==> src/rtl/ln_2to1_pkg.sv <==
// Shared constants for the 4-phase req/ack link blocks (ln_2to1, ln_1to2).
// Holds the default widths, ON/OFF levels and the common handshake state encoding.
package ln_2to1_pkg;

  localparam int ADDRESS_SIZE = 8;
  localparam int DATA_SIZE    = 8;

  localparam logic ON  = 1'b1;
  localparam logic OFF = 1'b0;

  // Encodings are fixed so the fork block ln_1to2 can decode the same values.
  typedef enum logic [1:0] {
    ST_IDLE = 2'd0,
    ST_OUT  = 2'd1,
    ST_SRC  = 2'd2
  } ln_state_e;

endpackage

==> src/rtl/ln_2to1_if.sv <==
// One 4-phase req/ack link carrying an {addr, dat} message.
// The master modport is the source end, the slave modport is the sink end.
interface ln_2to1_if import ln_2to1_pkg::*; #(
  parameter int ASZ = ADDRESS_SIZE,
  parameter int DSZ = DATA_SIZE
);

  logic [ASZ-1:0] addr;
  logic [DSZ-1:0] dat;
  logic           req;
  logic           ack;

  modport master (output addr, output dat, output req, input ack);
  modport slave  (input addr, input dat, input req, output ack);

endinterface

==> src/rtl/ln_2to1_arb2.sv <==
// ln_arb2: combinational 2-way grant for the link merger.
// LN_2TO1_RR_EN selects round-robin on ties (uses i_last); otherwise input 0 has fixed priority.
module ln_arb2 (
  input  logic i_req0,
  input  logic i_req1,
`ifdef LN_2TO1_RR_EN
  input  logic i_last,
`endif
  output logic o_sel,
  output logic o_valid
);

  always_comb begin
    o_valid = i_req0 | i_req1;
`ifdef LN_2TO1_RR_EN
    // On a tie the port that was not served last wins.
    o_sel = (i_req0 && i_req1) ? ~i_last : i_req1;
`else
    o_sel = ~i_req0 & i_req1;
`endif
  end

endmodule

==> src/rtl/ln_2to1.sv <==
// ln_2to1: merges two 4-phase req/ack links into one, forwarding one whole message at a time.
// Tie policy is set by LN_2TO1_RR_EN (round-robin when defined, input 0 priority otherwise).
//
// state   | meaning
// ST_IDLE | no transfer; grant a requesting input once downstream ack is low
// ST_OUT  | message presented downstream with o_req high, waiting for i_ack
// ST_SRC  | granted source acknowledged, waiting for its req to drop
module ln_2to1 import ln_2to1_pkg::*; #(
  parameter int ASZ = ADDRESS_SIZE,
  parameter int DSZ = DATA_SIZE
) (
  input  logic       i_clk,
  input  logic       i_rst_n,
  ln_2to1_if.slave   s_0,
  ln_2to1_if.slave   s_1,
  ln_2to1_if.master  m_o
);

  ln_state_e      state_q, state_d;
  logic [ASZ-1:0] addr_q, addr_d;
  logic [DSZ-1:0] dat_q, dat_d;
  logic           req_q, req_d;
  logic           ack0_q, ack0_d;
  logic           ack1_q, ack1_d;
  logic           sel_q, sel_d;
`ifdef LN_2TO1_RR_EN
  logic           last_q, last_d;
`endif

  logic arb_sel;
  logic arb_valid;
  logic sel_req;

  ln_arb2 u_arb (
    .i_req0  (s_0.req),
    .i_req1  (s_1.req),
`ifdef LN_2TO1_RR_EN
    .i_last  (last_q),
`endif
    .o_sel   (arb_sel),
    .o_valid (arb_valid)
  );

  assign sel_req = sel_q ? s_1.req : s_0.req;

  always_comb begin
    state_d = state_q;
    addr_d  = addr_q;
    dat_d   = dat_q;
    req_d   = req_q;
    ack0_d  = ack0_q;
    ack1_d  = ack1_q;
    sel_d   = sel_q;
`ifdef LN_2TO1_RR_EN
    last_d  = last_q;
`endif
    unique case (state_q)
      ST_IDLE: begin
        // A stale downstream ack keeps us idle until the sink returns to zero.
        if (arb_valid && (m_o.ack == OFF)) begin
          addr_d  = arb_sel ? s_1.addr : s_0.addr;
          dat_d   = arb_sel ? s_1.dat  : s_0.dat;
          req_d   = ON;
          sel_d   = arb_sel;
          state_d = ST_OUT;
        end
      end
      ST_OUT: begin
        if (m_o.ack == ON) begin
          req_d = OFF;
          if (sel_q) ack1_d = ON;
          else       ack0_d = ON;
`ifdef LN_2TO1_RR_EN
          last_d = sel_q;
`endif
          state_d = ST_SRC;
        end
      end
      ST_SRC: begin
        if (sel_req == OFF) begin
          ack0_d  = OFF;
          ack1_d  = OFF;
          state_d = ST_IDLE;
        end
      end
      default: begin
        req_d   = OFF;
        ack0_d  = OFF;
        ack1_d  = OFF;
        state_d = ST_IDLE;
      end
    endcase
  end

  always_ff @(posedge i_clk or negedge i_rst_n) begin
    if (!i_rst_n) begin
      state_q <= ST_IDLE;
      addr_q  <= '0;
      dat_q   <= '0;
      req_q   <= OFF;
      ack0_q  <= OFF;
      ack1_q  <= OFF;
      sel_q   <= 1'b0;
`ifdef LN_2TO1_RR_EN
      last_q  <= 1'b1;
`endif
    end else begin
      state_q <= state_d;
      addr_q  <= addr_d;
      dat_q   <= dat_d;
      req_q   <= req_d;
      ack0_q  <= ack0_d;
      ack1_q  <= ack1_d;
      sel_q   <= sel_d;
`ifdef LN_2TO1_RR_EN
      last_q  <= last_d;
`endif
    end
  end

  assign m_o.addr = addr_q;
  assign m_o.dat  = dat_q;
  assign m_o.req  = req_q;
  assign s_0.ack  = ack0_q;
  assign s_1.ack  = ack1_q;

  a_ack_excl: assert property (@(posedge i_clk) disable iff (!i_rst_n)
    !(ack0_q && ack1_q));
  a_req_vs_ack: assert property (@(posedge i_clk) disable iff (!i_rst_n)
    !(req_q && (ack0_q || ack1_q)));
  a_msg_hold: assert property (@(posedge i_clk) disable iff (!i_rst_n)
    (req_q && $past(req_q)) |-> $stable({addr_q, dat_q}));

endmodule
==> src/flat_wrapper.sv <==
// flat-port wrapper written by rule: the top's interface ports become plain ports
module ln_2to1_flat import ln_2to1_pkg::*;
#(
  parameter int ASZ = ADDRESS_SIZE,
  parameter int DSZ = DATA_SIZE
)
  (i_clk, i_rst_n, s_0_addr, s_0_dat, s_0_req, s_0_ack, s_1_addr, s_1_dat, s_1_req, s_1_ack, m_o_addr, m_o_dat, m_o_req, m_o_ack);
  ln_2to1_if #(.ASZ(ASZ), .DSZ(DSZ)) s_0_i ();
  ln_2to1_if #(.ASZ(ASZ), .DSZ(DSZ)) s_1_i ();
  ln_2to1_if #(.ASZ(ASZ), .DSZ(DSZ)) m_o_i ();
  input  logic i_clk;
  input  logic i_rst_n;
  input wire logic [$bits(s_0_i.addr)-1:0] s_0_addr;
  input wire logic [$bits(s_0_i.dat)-1:0] s_0_dat;
  input wire logic [$bits(s_0_i.req)-1:0] s_0_req;
  output wire logic [$bits(s_0_i.ack)-1:0] s_0_ack;
  input wire logic [$bits(s_1_i.addr)-1:0] s_1_addr;
  input wire logic [$bits(s_1_i.dat)-1:0] s_1_dat;
  input wire logic [$bits(s_1_i.req)-1:0] s_1_req;
  output wire logic [$bits(s_1_i.ack)-1:0] s_1_ack;
  output wire logic [$bits(m_o_i.addr)-1:0] m_o_addr;
  output wire logic [$bits(m_o_i.dat)-1:0] m_o_dat;
  output wire logic [$bits(m_o_i.req)-1:0] m_o_req;
  input wire logic [$bits(m_o_i.ack)-1:0] m_o_ack;
  assign s_0_i.addr = s_0_addr;
  assign s_0_i.dat = s_0_dat;
  assign s_0_i.req = s_0_req;
  assign s_0_ack = s_0_i.ack;
  assign s_1_i.addr = s_1_addr;
  assign s_1_i.dat = s_1_dat;
  assign s_1_i.req = s_1_req;
  assign s_1_ack = s_1_i.ack;
  assign m_o_addr = m_o_i.addr;
  assign m_o_dat = m_o_i.dat;
  assign m_o_req = m_o_i.req;
  assign m_o_i.ack = m_o_ack;
  ln_2to1 #(.ASZ(ASZ), .DSZ(DSZ)) u_core (.i_clk(i_clk), .i_rst_n(i_rst_n), .s_0(s_0_i), .s_1(s_1_i), .m_o(m_o_i));
endmodule
==> config.mk <==
export PLATFORM = sky130hd
export DESIGN_NAME = ln_2to1_flat
export DESIGN_NICKNAME = d
export VERILOG_FILES = /design/src/rtl/ln_2to1_pkg.sv /design/src/rtl/ln_2to1_if.sv /design/src/rtl/ln_2to1_arb2.sv /design/src/rtl/ln_2to1.sv /design/src/flat_wrapper.sv
export SDC_FILE = /design/constraint.sdc
export NUM_CORES = 1
export LEC_CHECK = 0
export CORE_MARGIN = 2
export CORE_UTILIZATION = 28
export DETAILED_ROUTE_END_ITERATION = 16
export DONT_BUFFER_PORTS = 1
export PLACE_DENSITY_LB_ADDON = 0.05
export SLEW_MARGIN = 10
export SYNTH_ARGS = -nofsm -noshare
export SYNTH_HDL_FRONTEND = slang
export SYNTH_SLANG_ARGS = --single-unit
==> constraint.sdc <==
create_clock -name i_clk -period 1.8 [get_ports i_clk]
set_input_delay 0.18 -clock i_clk [delete_from_list [all_inputs] [get_ports i_clk]]
set_output_delay 0.18 -clock i_clk [all_outputs]
set_load 0.01 [all_outputs]
After elaboration in Yosys (flattened, before gate mapping)
Cells that the tools add are included.

Flip-flop bits (word level): 22. Bits of input ports: 37. Output and inout bits: 19.

Equality and inequality tests: 7. Multiplexer cells: 17. Bitwise gates (word level): 6. Reduce and logical (&&, ||, !) cells: 7.

Operator list (count): 8-bit 2-to-1 mux (2); 1-bit case mux with 3 select lines (3); 1-bit 2-to-1 mux (8); 4-bit AND reduction (2); 2-bit 2-to-1 mux (3); 2-bit inequality test, second input constant (3); 2-bit case mux with 3 select lines (1); 3-bit AND reduction (2); 2-bit by 1-bit inequality test with 1-bit output, second input constant (2); 1-bit inverter (4); 2-bit by 1-bit == test with 1-bit output, second input constant (1); 2-bit == test, second input constant (1); 2-bit logical NOT (1); 2-bit AND reduction (1); 1-bit bitwise AND (1); 1-bit logical AND (1); 1-bit bitwise OR (1).

Logic depth before layout (Yosys ltp)
Depth in word-level cells: 4. Depth in mapped cells: 6. Depth with buffers taken out: 3.

Hierarchy
A second synthesis with hierarchy kept.

Cell total of the unflattened synthesis: 99. Area total of the unflattened synthesis: 1093.5 um2.

By module, submodules not included: ln_2to1 (times used 1, cells each 97, area an instance 1081.0 um2); ln_arb2 (times used 1, cells each 2, area an instance 12.5 um2).

Worst setup path after synthesis
Ideal clock, no wire load.

Path type: reg2reg. Start: register u_core.state_q[1]. End: register u_core.addr_q[0] (netlist: u_core.m_o.addr[0]). Library setup time: 125 ps. Arrival time: 1384 ps. Data required time: 1675 ps. Slack: 291 ps. Stages on the path, launching flop included: 7. Path buffers: 3. Period minus slack after synthesis: 1509 ps. Cell sequence: dfrtp_1 -> buf_6 -> nor3_2 -> o21a_1 -> buf_6 -> buf_12 -> mux2_4.

Longest elaborated chain between the ends: 2.

RTL lines: start, declared (line ln_2to1.sv:19) `ln_state_e state_q, state_d;`; start signal, assigned (line ln_2to1.sv:108) `state_q <= state_d;`; 2-bit logical NOT (line ln_2to1.sv:57) `unique case (state_q)`; 2-bit AND reduction (no line); end signal, assigned (line ln_2to1.sv:109) `addr_q <= addr_d;`; end, declared (line ln_2to1.sv:20) `logic [ASZ-1:0] addr_q, addr_d;`.

No other way between the ends. A chain may end at the register's enable or synchronous reset.

Worst setup path after layout
Start: register u_core.state_q[1]. End: register u_core.addr_q[2] (netlist: u_core.m_o.addr[2]).

Same word-level chain as after synthesis.

==> results.md <==
- Synthesized net count: 114
- First-pass GRT wire length: 3.353 mm
- XOR/XNOR Fraction of Synth Area: 0%
- Sequential fraction of design power: 53.6%
- FF+latch area: 550.5 um^2
- Final setup margin: 0.2415 ns
- Static Leak: 0.5544 nW
- RSZ-0062 raised after global routing: no
- Multiplexer share of the synthesized area: 37.94%
- Routed Antenna Nets: 0
- Footprint of the multi-input gates: 555.5 um^2
- Worst Skew: 0.006412 ns
- Sequential share of the synthesized area: 46.76%
- Ranking of synthesized cells by area: dfrtp_1, mux2_4, mux2_2
- Die extent in y: 68.85 um
- Final period util: 86.58%
- Final Util: 31.43%
- CTS tree: done
- RR Startpoint: u_core.state_q[1]$_DFFE_PN0P_
- Synth cell types: 17
- Hold crit path type: in -> reg
- Largest family of logic cells by synthesized area: multiplexers
- WP data arrival: 1.70 ns
- Htree depth: 1
- Largest net degree at the start of global routing: 23
- CP Launch Point: u_core.state_q[1]$_DFFE_PN0P_
- Final Power: 1.974 mW
- Core area: 0.004029 mm^2
- Placement row count: 23
- Total GRT Usage: 10.16%
- Clock latency at the later pin of the worst-skew pair: 0.26 ns
- Worst endpoint required time: 1.95 ns
- Met3 WL post-DR: 214 um
- Antenna diode count: 0
- DP Worst Slack: 0.2592 ns
- Cell Pwr Density: 1559 mW/mm^2
- Wire length per cell: 16.96 um
- Int Pwr: 1.324 mW
- Die area: 0.004740 mm^2
- Switching power share of the total: 32.94%
- Hold Worst Slack: 0.05690 ns
- Mean Syn Cell Area: 15.29 um^2
- Hpwl dp: 1.570 mm
- CTS Buf Count: 3
- Slew @ Worst Pin: 1.054 ns
- Yosys reg bits: 22
- Sw power: 0.6502 mW
- CTS root buf: clkbuf_8
- PortBufs: 0
- I/O pins: 56
- Post-route insts no fill: 131
- Metal-1 WL: 967 um
- GPL Wtd Cong: 0.7485
- Setup_tns: 0 ns
- Comb power frac: 28.4%
- Compound-Gate Fraction of Synth Area: 5.313%
- Area grow syn2layout: 7.545%
- Max-Cap Viols: 0
- Global route overflow: 0
- Startpoint Class: flop
- Worst Reg2Reg Path Length in Cells: 4
- Clk pwr share: 18.0%
- Met2 routed WL: 1.015 mm
- Crit path time final: 1.559 ns
- Relative slew slack: 29.49%
- Drc violations: 0
- Number of global-route vias before repair: 663
- Share of cells above drive strength 1: 51.85%
- Initial antenna violation count: 0
- Number of DRC markers in iteration 0: 39
- Starting Density: 29.22%
- Type of destination of the critical path: flop
- CTS max path bufs: 2
- Peak Freq: 641.6 MHz
- Placed cells: 125
- Endpoints failing setup: 0
- Synthesized cell area: 0.001177 mm^2
- Post-synth top area share: 46.76%
- Final Hold Fails: 0
- Placement Cell Area: 0.001191 mm^2
- Highest Signal Layer: met4
- R2R setup slack: 0.24 ns
- Fin area: 0.001266 mm^2
- Reg2reg end: u_core.m_o.addr[2]$_DFFE_PN0P_
- Fin. max-slew vios: 0
- Worst-path clk slew: 0.08 ns
- Synth area leader: dfrtp_1
- Status: finished clean
- CP Capture Point: u_core.m_o.addr[2]$_DFFE_PN0P_
- Simple-gate share of the synthesized area: 3.719%
- Via Count: 601
- Synth Area in Adders: 0%
- VDD IR max: 0.4081 mV
- Post-CTS Setup Inserts: 0
- Nets: 119
- Post-Syn Instances: 77
- Die width: 68.85 um
- Max Fanout on Critical Path: 11
- CP Class: reg -> reg
- Synth warn: 0
- Commonest non-fill, non-tap cells in the layout: dfrtp_1, mux2_4, mux2_2
- FILL cells: 419
- Detail-routed via count per cell: 4.588
- Most common cell after layout, fill and taps aside: dfrtp_1
- Pre-Repair DR Iteration Count: 4
- Total length of routed wires: 2.222 mm
- Clock sink count: 22
## logic make-up (layout without fill, tap and decap cells)
group,after synthesis,count (layout)
muxes,33,33
and+or+nand+nor,7,7
buffers and inverters,5,9
DFF,22,22
AOI/OAI and AO/OA,10,10
## power groups by stage
stage                     logic, mW  clock network [mW]  registers [mW]
after floorplan               0.573                   0           0.992
after global placement        0.547                   0            1.07
after detailed placement      0.559                   0            1.07
after CTS                     0.576               0.381            1.07
after global routing          0.618               0.412            1.10
final                         0.560               0.356            1.06
## metal layers
layer	up-vias	GRT usage, %
li1	283	-
met1	287	12.73
met2	29	15.14
met3	2	3.409
met4	0	5.882
met5	-	0
## how the worst min path moves through the flow
| stage | start | to | slack (ns) | cells after the start |
|---|---|---|---|---|
| floorplan | i_rst_n | u_core.m_o.addr[0]$_DFFE_PN0P_ | -0.12 | 0 |
| global placement | i_rst_n | u_core.state_q[1]$_DFFE_PN0P_ | -0.11 | 0 |
| detailed placement | i_rst_n | u_core.s_0.ack$_DFFE_PN0P_ | -0.11 | 0 |
| CTS | m_o_ack | u_core.state_q[1]$_DFFE_PN0P_ | 0.05 | 2 |
| global route | m_o_ack | u_core.state_q[1]$_DFFE_PN0P_ | 0.07 | 2 |
| finish | m_o_ack | u_core.state_q[1]$_DFFE_PN0P_ | 0.06 | 2 |
## registers in the layout (all words and copies together), names as in the netlist
signal	count
u_core.s_0.ack	1
u_core.state_q	2
u_core.s_1.ack	1
u_core.sel_q	1
u_core.m_o.dat	8
u_core.m_o.addr	8
u_core.m_o.req	1
## repair_timing
action | 4_1_cts | 5_1_grt
resized for setup | 0 | 0
hold endpoints to repair | 23 | 0
hold buffers | 2 | 0
endpoints found under the setup margin | 0 | 0
## layout make-up
cell class	instances	share of cell area, %
clock buffers	4	4.348
multi-input cells	50	43.87
flip-flops and latches	22	43.48
well taps	50	4.941
repair buffers	5	3.360
## synth_stat cells
| library cell | count |
|---|---|
| o21a_1 | 1 |
| a2bb2oi_1 | 1 |
| nand2_1 | 1 |
| mux2_2 | 13 |
| dfrtp_1 | 22 |
| a31oi_1 | 1 |
| o21ai_0 | 2 |
| mux2_4 | 20 |
| nand4b_1 | 1 |
| a21oi_1 | 3 |
| nor3_2 | 1 |
| buf_6 | 3 |
| nand3b_1 | 1 |
| nor2_1 | 2 |
| a21o_1 | 2 |
| buf_12 | 2 |
| nor2b_1 | 1 |
## critical path: stages (launching register included)
cell,delay [ns]
dfrtp_1,0.47
nor3_2,0.25
o21a_1,0.17
buf_4,0.23
mux2_4,0.32
Note: power is estimated with default switching activity, not from simulation.
